==> config.mk <==
export PLATFORM = sky130hd
export DESIGN_NAME = lsu_hs
export DESIGN_NICKNAME = d
export VERILOG_FILES = /design/src/rtl/lsu_hs.sv
export SDC_FILE = /design/constraint.sdc
export NUM_CORES = 1
export LEC_CHECK = 0
export ABC_AREA = 1
export BUFFER_PORTS_ARGS = -buffer_cell sky130_fd_sc_hd__buf_4
export CAP_MARGIN = 20
export CORE_ASPECT_RATIO = 0.6
export CORE_UTILIZATION = 40
export DETAILED_ROUTE_END_ITERATION = 7
export PLACE_DENSITY = 0.7
export REMOVE_ABC_BUFFERS = 1
export SLEW_MARGIN = 20
export SYNTH_ARGS = -nofsm -noshare
export SYNTH_HDL_FRONTEND = slang
export SYNTH_SLANG_ARGS = --single-unit
==> constraint.sdc <==
create_clock -name i_clk -period 1.6 [get_ports i_clk]
set_input_delay 0.24 -clock i_clk [delete_from_list [all_inputs] [get_ports i_clk]]
set_output_delay 0.24 -clock i_clk [all_outputs]
set_load 0.02 [all_outputs]
==> src/rtl/lsu_hs.sv <==
// Handshaked load/store unit: request/grant/response memory port with lane alignment.
// Optional bus-timeout trap enabled by defining LSU_TIMEOUT_EN.
module lsu_hs #(
  parameter int XLEN           = 32,
  parameter int TIMEOUT_CYCLES = 64
) (
  input  logic              i_clk,
  input  logic              i_rst_n,
  input  logic              i_valid,
  output logic              o_ready,
  input  logic              i_load,
  input  logic              i_store,
  input  logic [1:0]        i_size,
  input  logic              i_unsigned,
  input  logic [XLEN-1:0]   i_addr,
  input  logic [XLEN-1:0]   i_wdata,
  output logic              o_done,
  output logic [XLEN-1:0]   o_rdata,
  output logic              o_trap,
  output logic              o_busy,
  output logic              o_mem_req,
  input  logic              i_mem_gnt,
  output logic [XLEN-1:0]   o_mem_addr,
  output logic              o_mem_wen,
  output logic [XLEN-1:0]   o_mem_wdata,
  output logic [XLEN/8-1:0] o_mem_mask,
  input  logic              i_mem_rvalid,
  input  logic [XLEN-1:0]   i_mem_rdata
);

  localparam int NB = XLEN / 8;
  localparam int OW = $clog2(NB);

  typedef enum logic [1:0] {
    S_IDLE,
    S_REQ,
    S_WAIT,
    S_DONE
  } state_t;

  state_t          state;
  logic [OW-1:0]   off_q;
  logic [1:0]      size_q;
  logic            uns_q;
  logic            load_q;

  logic            accept;
  logic [OW-1:0]   off;
  logic [2:0]      amask;
  logic [7:0]      lanes;
  logic            illegal;
  logic            misal;
  logic            tmo;

  assign o_ready = (state == S_IDLE);
  assign o_busy  = (state != S_IDLE);
  assign accept  = i_valid & o_ready;
  assign off     = i_addr[OW-1:0];

  always_comb begin
    amask = 3'b000;
    lanes = 8'h01;
    unique case (i_size)
      2'b00: begin amask = 3'b000; lanes = 8'h01; end
      2'b01: begin amask = 3'b001; lanes = 8'h03; end
      2'b10: begin amask = 3'b011; lanes = 8'h0f; end
      2'b11: begin amask = 3'b111; lanes = 8'hff; end
    endcase
  end

  assign illegal = (i_load == i_store)
                 | ((XLEN == 32) && (i_size == 2'b11));
  assign misal   = |(i_addr[2:0] & amask);

  // Left-justify the field, then shift back down logically or arithmetically.
  logic [XLEN-1:0]        ld_sh;
  logic [XLEN-1:0]        ld_top;
  logic signed [XLEN-1:0] ld_s;
  logic [XLEN-1:0]        ld_val;
  logic [6:0]             ld_k;

  always_comb begin
    ld_sh  = i_mem_rdata >> {off_q, 3'b000};
    ld_k   = 7'(XLEN) - (7'd8 << size_q);
    ld_top = ld_sh << ld_k;
    ld_s   = $signed(ld_top) >>> ld_k;
    ld_val = uns_q ? (ld_top >> ld_k) : ld_s;
  end

`ifdef LSU_TIMEOUT_EN
  localparam int CW = $clog2(TIMEOUT_CYCLES + 1);

  logic [CW-1:0] tcnt;

  assign tmo = (tcnt == CW'(TIMEOUT_CYCLES - 1));

  always_ff @(posedge i_clk or negedge i_rst_n) begin
    if (!i_rst_n) begin
      tcnt <= '0;
    end else if (accept) begin
      tcnt <= '0;
    end else if (state == S_REQ || state == S_WAIT) begin
      tcnt <= tcnt + 1'b1;
    end
  end
`else
  assign tmo = (TIMEOUT_CYCLES < 0);
`endif

  always_ff @(posedge i_clk or negedge i_rst_n) begin
    if (!i_rst_n) begin
      state       <= S_IDLE;
      off_q       <= '0;
      size_q      <= 2'b00;
      uns_q       <= 1'b0;
      load_q      <= 1'b0;
      o_done      <= 1'b0;
      o_trap      <= 1'b0;
      o_rdata     <= '0;
      o_mem_req   <= 1'b0;
      o_mem_wen   <= 1'b0;
      o_mem_addr  <= '0;
      o_mem_wdata <= '0;
      o_mem_mask  <= '0;
    end else begin
      o_done <= 1'b0;
      o_trap <= 1'b0;
      unique case (state)
        S_IDLE: begin
          if (accept) begin
            if (illegal | misal) begin
              state   <= S_DONE;
              o_done  <= 1'b1;
              o_trap  <= 1'b1;
              o_rdata <= '0;
            end else begin
              state       <= S_REQ;
              off_q       <= off;
              size_q      <= i_size;
              uns_q       <= i_unsigned;
              load_q      <= i_load;
              o_mem_req   <= 1'b1;
              o_mem_wen   <= i_store;
              o_mem_addr  <= i_addr & ~XLEN'(NB - 1);
              o_mem_mask  <= NB'(lanes) << off;
              o_mem_wdata <= i_wdata << {off, 3'b000};
            end
          end
        end
        S_REQ: begin
          if (tmo) begin
            state     <= S_DONE;
            o_mem_req <= 1'b0;
            o_done    <= 1'b1;
            o_trap    <= 1'b1;
            o_rdata   <= '0;
          end else if (i_mem_gnt) begin
            state     <= S_WAIT;
            o_mem_req <= 1'b0;
          end
        end
        S_WAIT: begin
          if (tmo) begin
            state   <= S_DONE;
            o_done  <= 1'b1;
            o_trap  <= 1'b1;
            o_rdata <= '0;
          end else if (i_mem_rvalid) begin
            state   <= S_DONE;
            o_done  <= 1'b1;
            o_rdata <= load_q ? ld_val : '0;
          end
        end
        S_DONE: begin
          state <= S_IDLE;
        end
        default: begin
          state <= S_IDLE;
        end
      endcase
    end
  end

endmodule

== Word level (Yosys, flattened, before mapping) ==
Index checks and enable logic that the tools add are counted.

* Add/sub/neg operators: 1
* Eq/ne operators: 12
* Shifts and indexed selects: 7
* Muxes and demuxes: 22
* Bitwise gates (word level): 5
* Reduce and logical (&&, ||, !) cells: 10

{| class="wikitable"
|+ Operator list
! kind !! count
|-
| $mux 32 || 5
|-
| $pmux 32 s2 || 1
|-
| $shl 32x5->32 || 1
|-
| $shl 32x7->32 || 1
|-
| $shr 32x5->32 || 1
|-
| $shr 32x7->32 || 1
|-
| $sshr 32x7->32 || 1
|-
| $pmux 4 s4 || 1
|-
| $pmux 3 s4 || 1
|-
| $eq 2x2->1 const B || 4
|-
| $mux 2 || 4
|-
| $pmux 2 s4 || 1
|-
| $reduce_and 4->1 || 2
|-
| $mux 1 || 7
|-
| $shl 4x2->7 const A || 1
|-
| $sub 6x7->7 const A || 1
|-
| $ne 2x2->1 const B || 3
|-
| $reduce_and 3->1 || 2
|-
| $reduce_bool 2->1 || 3
|-
| $eq 2x1->1 const B || 2
|-
| $logic_not 2->1 || 2
|-
| $ne 2x1->1 const B || 2
|-
| $pmux 1 s2 || 2
|-
| $shl 4x2->4 || 1
|-
| other kinds (6) || 7
|}

* Flip-flop bits (word level): 110
* Input port bits: 106
* Output and inout bits: 106

== Depth between registers and ports, before layout ==
Gate-level depths: netlist of run 1.

* Word-level depth: 8
* Gate-level depth with buffers: 11
* Depth with buffers taken out: 9

== Worst setup path before layout of run 1 ==
No wires, ideal clock.

* Path type: reg-to-reg
* Start: reg state[0]
* End: reg o_rdata[12]
* Arrival time: 1.536 ns
* Data required time: 1.477 ns
* Slack: -0.059 ns
* Stages on the path, launching flop included: 11
* Buffers on the path: 1
* Path through: dfrtp_1 -> inv_1 -> ha_1 -> nand2_1 -> nand2_1 -> inv_1 -> nand3_1 -> inv_1 -> buf_2 -> o21ai_0 -> nand2_1

* Cells in the longest elaborated chain, start to end: 4

{| class="wikitable"
|+ RTL lines
! element !! line !! source
|-
| start, declared || 41 || <nowiki>state_t state;</nowiki>
|-
| start signal, assigned || 112 || <nowiki>state <= S_IDLE;</nowiki>
|-
| start signal, assigned || 132 || <nowiki>state <= S_DONE;</nowiki>
|-
| start signal, assigned || 137 || <nowiki>state <= S_REQ;</nowiki>
|-
| $logic_not 2->1 (*) || 55 || <nowiki>assign o_ready = (state == S_IDLE);</nowiki>
|-
| via o_ready || 10 || <nowiki>output logic o_ready,</nowiki>
|-
| $and 1x1->1 || 57 || <nowiki>assign accept = i_valid & o_ready;</nowiki>
|-
| $ne 2x1->1 (no line) || n/a ||
|-
| $reduce_and 4->1 (no line) || n/a ||
|-
| end signal, assigned || 171 || <nowiki>o_rdata <= load_q ? ld_val : '0;</nowiki>
|-
| end, declared || 18 || <nowiki>output logic [XLEN-1:0] o_rdata,</nowiki>
|}

The timed path passes the listed nets; every way through them passes the cells marked *.
A chain may end at the register's enable or synchronous reset.

== Final worst setup path of run 1 ==
* Start: reg off_q[0]
* End: reg o_rdata[14]

* Cells in the longest elaborated chain, start to end: 7

{| class="wikitable"
|+ RTL lines
! element !! line !! source
|-
| start, declared || 42 || <nowiki>logic [OW-1:0] off_q;</nowiki>
|-
| start signal, assigned || 113 || <nowiki>off_q <= '0;</nowiki>
|-
| start signal, assigned || 138 || <nowiki>off_q <= off;</nowiki>
|-
| $shr 32x5->32 (*) || 83 || <nowiki>ld_sh = i_mem_rdata >> {off_q, 3'b000};</nowiki>
|-
| $shl 32x7->32 (*) || 85 || <nowiki>ld_top = ld_sh << ld_k;</nowiki>
|-
| $sshr 32x7->32 or $shr 32x7->32 (tied branches) || 86, 87 ||
|-
| $mux 32 (*) || 87 || <nowiki>ld_val = uns_q ? (ld_top >> ld_k) : ld_s;</nowiki>
|-
| $mux 32 (*) || 171 ||
|-
| $mux 32 (*) || 168 || <nowiki>end else if (i_mem_rvalid) begin</nowiki>
|-
| $pmux 32 s2 (*) || 128 || <nowiki>unique case (state)</nowiki>
|}

Mark *: on every way between the ends. The rest lies on a longest branch, timed or not. The select of a mux whose other input is x is not followed.

==> reports/results.ini, run 1 <==
[synth]
netlist_area_um2=5550
syn_area_per_cell_um2=7.41
synthCells=749
seq_area_frac_synth_pct=49.6
yosysUniqueCellTypes=31
ys_warn_count=0
ys_ff_latch=110

[worst_hold_path]
hp-class=input port to register

[grt]
grt.overflow.total=0
grt_use_total_pct=24.3
grt_pass1_wl_um=27200
grt_pass1_vias=5185
grt_max_degree=80
antenna_found_initial=0

[routing]
drt_drc_violations_left=0
detail_route.iter0.violations=386
viasPerCell=4.92
via_count=5730
wl_per_cell_um=15.9
antenna_left=0
totalWireLength_um=18500
dr.pass1.iters=5

[sta]
post-route-period-util_pct=98.3
timing.final.crit_period_ns=1.57
finalHoldViolCount=0
fmax_ghz=0.636
fin_skew_ns=0.00701
rsz0062_at_grt=true
setup-violations-final=0
final_max_slew_viol_count=0

[floorplan]
initial_utilization_pct=42.1
dieHeight_um=93.2
rows=32
fp.dieArea_um2=14400
coreArea_um2=13200
pin_count=212
fp.dieW_um=154

[cells_and_area]
antennaDiodeCount=0
final_core_util_pct=62.6
final_area_um2=8240
area_growth_pct=48.5
ff_latch_area_um2=2760
multi_input_area_um2=2500
nFillCells=1151
drive_gt1_share_pct=32.2
instances_no_fill=1164
layout.nets=1099

[critical_path]
cpMaxStageDelayCell=dfrtp_2
crit_path_max_incr_delay_ns=0.44
end_kind=register
path_cells=buf_6, buf_4, nor2_1, nand2_1, o211ai_1, nand2_1, nor2_1, nand2_1, nand2_1
cp.buffers_inverters=2
worstSetupPathType=register to register
crit_family=simple AND/OR/NAND/NOR gates
cp_data_arrival_time_ns=1.86
critical_path.startpoint_type=register
cp_common_cell=nand2_1
r2r_slack_ns=0.03
crit_required_ns=1.89
cp_max_fo=10

[place]
gp_congestion=0.890
numPortBuffers=209
post-dp-hpwl_um=12500
dpl.cell_count=1131
placed_area_um2=7560

[clock_network]
clkSinkCount=110
cts_tree=done
clock_latency_ns=0.35
ctsRootBufferMaster=clkbuf_16
cts_max_level=3
clkTransAtPathRegs_ns=0.08
cts_buffer_depth=2
cts_buffers=9

[power_and_ir_drop]
peakVddDrop_mv=0.883
power.leakage_nw=4.60
pwr_density_cell_nw_per_um2=1860

[run]
maxCapViolations=0

[status]
status=finished, final reports clean

-- flip-flops by register name, summed over array words and instances (netlist names) --
name         flops
o_mem_wdata     32
o_rdata         32
o_mem_addr      30
o_mem_mask       4
off_q            2
size_q           2
state            2
load_q           1
o_done           1
o_mem_req        1
o_mem_wen        1
o_trap           1
uns_q            1
-- placed cells by master (no fill, tap or decap), drive strengths merged --
| cell type | count |
|---|---|
| xor2 | 1 |
| ha | 3 |
| o22ai | 1 |
| inv | 59 |
| nand3 | 26 |
| dlygate4sd3 | 1 |
| clkbuf | 15 |
| buf | 264 |
| a21boi | 1 |
| dfrtp | 110 |
| o21ai | 77 |
| o211ai | 16 |
| nand4 | 4 |
| a21oi | 19 |
| nor2 | 17 |
| or2 | 4 |
| o21a | 1 |
| conb | 2 |
| o2111ai | 1 |
| clkinv | 4 |
| mux2i | 3 |
| o31ai | 8 |
| nand2 | 357 |
-- worst min-delay path: stages --
cell and delay, ns:
buf_4 0.07, nand2_1 0.04, nand2_1 0.04
-- cell type report --
class / count / share of cell area (%)
Sequential cell: 110 / 33.4
Multi-Input combinational cell: 541 / 30.3
Timing Repair Buffer: 271 / 27.8
Clock buffer: 9 / 2.73
Inverter: 57 / 2.66
Tap cell: 170 / 2.58
Clock inverter: 6 / 0.531
-- per-stage QoR --
stage | TNS, ns | setup slack (ns) | total power, mW | hold slack [ns]
4_1_cts | 0 | 0.00352 | 14.6 | 0.0691
5_1_grt | -0.346 | -0.0458 | 16.4 | 0.0689
3_3_place_gp | -0.317 | -0.0280 | 12.3 | 0.311
2_1_floorplan | -125.97 | -1.90 | 8.62 | -0.0556
6_report | 0 | 0.0278 | 15.3 | 0.0784
3_5_place_dp | -2.15 | -0.0889 | 12.3 | 0.308
-- final timing paths --
| check | depth (start not counted) | startpoint | end |
|---|---|---|---|
| max in group asynchronous | 3 | i_rst_n | size_q[1] |
| min in group asynchronous | 3 | i_rst_n | state[0] |
| min | 3 | i_addr[23] | o_mem_addr[23] |
| min reg2reg | 2 | o_mem_wdata[20] | o_mem_wdata[20] |
| max reg2reg | 9 | off_q[0] | o_rdata[14] |
| max | 9 | off_q[0] | o_rdata[14] |
-- cells by family after synthesis --
logic type,count (synthesis),synth area share [%]
AND/OR/NAND/NOR,408,29.0
multiplexers,3,0.541
flip-flops,110,49.6
adder cells (fa/ha/maj),3,0.676
XOR/XNOR,1,0.158
buffers and inverters,99,7.51
AO/OA/AOI/OAI,124,12.4
other,1,0.0676
-- routing by layer --
metal	vias up	share of wire, %	track usage (%)
li1	2846	-	-
met5	-	0	0
met3	18	7.8	5.56
met2	217	42	33.9
met4	0	0.83	5.17
met1	2649	49	37.7
-- timing repair --
item                                    CTS  global route
gates cloned                              0             8
endpoints found under the hold margin   110             0
pin swaps                                 0             6
buffers inserted                          1             8
resized for setup                         6            46
hold buffers                              1             0
endpoints found under the setup margin   84            64
-- Yosys cell counts --
cell,count,area [um2]
nand3_2,2,20.0
nor2_4,1,11.3
xor2_1,1,8.76
ha_1,3,37.5
or2_0,2,12.5
buf_2,26,130
clkbuf_2,1,5.00
mux2i_1,3,30.0
nand2_1,356,1340
nand4_2,1,12.5
inv_1,54,203
nand2_2,1,6.26
nor2_1,16,60.1
a21boi_0,1,7.51
o31ai_1,8,60.1
o22ai_1,1,6.26
nand3_1,24,120
clkinv_1,1,3.75
or2_2,2,12.5
buf_4,3,22.5
clkbuf_1,12,45.0
nand4_1,3,18.8
a21oi_1,19,95.1
inv_2,2,7.51
dfrtp_1,110,2750
conb_1,1,3.75
o21ai_0,69,345
o21ai_1,8,40.0
o211ai_1,16,120
o2111ai_1,1,8.76
o21a_1,1,7.51
-- power breakdown --
part / total [mW] / leakage, nW / switching [mW] / internal [mW]
combinational: 8.43 / 3.02 / 4.80 / 3.63
clock: 2.13 / 0.138 / 1.06 / 1.06
sequential: 4.77 / 1.43 / 0.831 / 3.94
(Power assumes the default switching activity.)
==> run 2: changes to the inputs <==
- CORE_ASPECT_RATIO: 0.6 -> not set
==> run 2 against run 1 <==
Global-route usage fell by 0.71 points. Sequential share of layout area up 0.39 points. Wire length fell by 3.6%. Clock skew up 0.0027 ns. Total power up 0.35%.
==> reports/results.ini, run 2 (synthesis gave the netlist of run 1 again) <==
[sta]
finalHoldViolCount=0
final_max_slew_viol_count=0
setup_tns_ns=0
post-route-period-util_pct=99.2
fmax_ghz=0.630
holdWs_ns=0.0708
setup_ws_ns=0.0128
timing.final.crit_period_ns=1.59
rsz0062_at_grt=true
setup-violations-final=0
fin_skew_ns=0.00966

[floorplan]
dieHeight_um=120
coreArea_um2=13400
pin_count=212
initial_utilization_pct=41.4
fp.dieW_um=120
fp.dieArea_um2=14400
rows=42

[cells_and_area]
drive_gt1_share_pct=31.0
antennaDiodeCount=0
area_growth_pct=46.7
nFillCells=1261
layout.nets=1091
final_core_util_pct=60.8
multi_input_area_um2=2470
ff_latch_area_um2=2750
reg_top3=o_mem_wdata x32, o_rdata x32, o_mem_addr x30
final_area_um2=8140
layout_common_cells=351 x nand2_1, 242 x buf_4, 110 x dfrtp_1
instances_no_fill=1163
layout.cells.most_common=nand2_1

[clock_network]
cts_tree=done
ctsRootBufferMaster=clkbuf_16
clkTransAtPathRegs_ns=0.08
cts_buffers=9
clock_latency_ns=0.35
cts_max_level=3
clkSinkCount=110
cts_buffer_depth=2

[power_and_ir_drop]
pwr_density_cell_nw_per_um2=1890
p_comb_share_pct=54.0
clkPwrFrac_pct=15.5
total_power_mw=15.4
power.leakage_nw=4.54
intPower_mw=8.73
swShare_pct=43.2
p_sw_mw=6.65
pwr-share-seq_pct=30.5
peakVddDrop_mv=1.09

[grt]
antenna_found_initial=0
grt_pass1_vias=5416
grt_max_degree=86
grt.overflow.total=0
met2_usage_pct=37.4
grt_pass1_wl_um=26700
grt_use_total_pct=23.6
gr-usage-met1_pct=31.3
grt-busiest-layer=met2
use_met3_pct=5.70

[critical_path]
end_kind=output port
crit_required_ns=1.36
cp_max_fo=5
worstSetupPathType=register to output port
critical_path.startpoint_type=register
cp_data_arrival_time_ns=1.35

[routing]
wl_per_cell_um=15.3
dr.pass1.iters=5
antenna_left=0
viasPerCell=4.98
totalWireLength_um=17800
drt_drc_violations_left=0
detail_route.iter0.violations=347
via_count=5794

[place]
post-dp-hpwl_um=12200
dp_slack_ns=-0.0496
gp_congestion=0.877
dpl.cell_count=1135
placed_area_um2=7540
numPortBuffers=209

[worst_hold_path]
hp-class=input port to register

[run]
maxCapViolations=0

[status]
status=finished, final reports clean

-- run 2: cell types whose count changed in the layout (fill, tap and decap cells not counted), moves of 3 or more --
| cell | previous run | this run |
|---|---|---|
| o21ai_1 | 14 | 10 |
| buf_4 | 248 | 242 |
| o31ai_1 | 7 | 4 |
| clkinv_2 | 3 | 0 |
| nand3_1 | 21 | 24 |
| inv_1 | 48 | 51 |
| o21ai_0 | 63 | 67 |
| buf_12 | 10 | 7 |
| o31ai_2 | 1 | 4 |
| nand2_1 | 348 | 351 |
-- run 2: what timing repair did --
item,4_1_cts,5_1_grt
endpoints found under the setup margin,36,89
endpoints found under the hold margin,19,0
hold buffers,1,0
setup buffers,0,4
pin swaps,0,4
gates cloned,0,7
gates resized for setup,3,30
-- run 2: worst paths after layout --
path	from	endpoint	slack, ns	cells after the start
worst min register to register	o_rdata[19]	o_rdata[19]	0.48	2
min in group asynchronous	i_rst_n	o_rdata[1]	0.32	2
worst max register to register	state[1]	o_mem_wdata[10]	0.02	8
worst min-delay path	i_addr[22]	o_mem_addr[22]	0.07	3
worst max-delay path	state[1]	o_busy	0.01	5
max in group asynchronous	i_rst_n	o_mem_addr[25]	0.71	3
-- run 2: critical path, cell delays in order (launching register included) --
cell     delay, ns
dfrtp_1       0.41
inv_2         0.08
ha_4          0.18
buf_6         0.12
inv_1         0.09
buf_6         0.12
-- run 2: power by group through the flow --
| stage | Clock [mW] | Combinational (mW) | Sequential (mW) |
|---|---|---|---|
| 6_report | 2.39 | 8.30 | 4.70 |
| 5_1_grt | 2.52 | 9.02 | 4.83 |
| 4_1_cts | 2.42 | 7.66 | 4.68 |
| 3_5_place_dp | 0 | 7.64 | 4.67 |
| 3_3_place_gp | 0 | 7.51 | 4.70 |
| 2_1_floorplan | 0 | 2.63 | 5.99 |
-- run 2: area by class of cell --
| class | count | share of cell area, % |
|---|---|---|
| clock inverters | 7 | 1.08 |
| flip-flops and latches | 110 | 33.8 |
| repair inverters | 1 | 0.0615 |
| inverters | 57 | 2.67 |
| multi-input cells | 541 | 30.4 |
| repair buffers | 262 | 26.5 |
| clock buffers | 9 | 2.77 |
| well taps | 176 | 2.70 |
-- run 2: metal layers --
layer  vias up  share of wire [%]
met5         -                  0
met4         0                2.3
met2       251                 47
met1      2694                 42
met3        28                8.3
li1       2821                  -
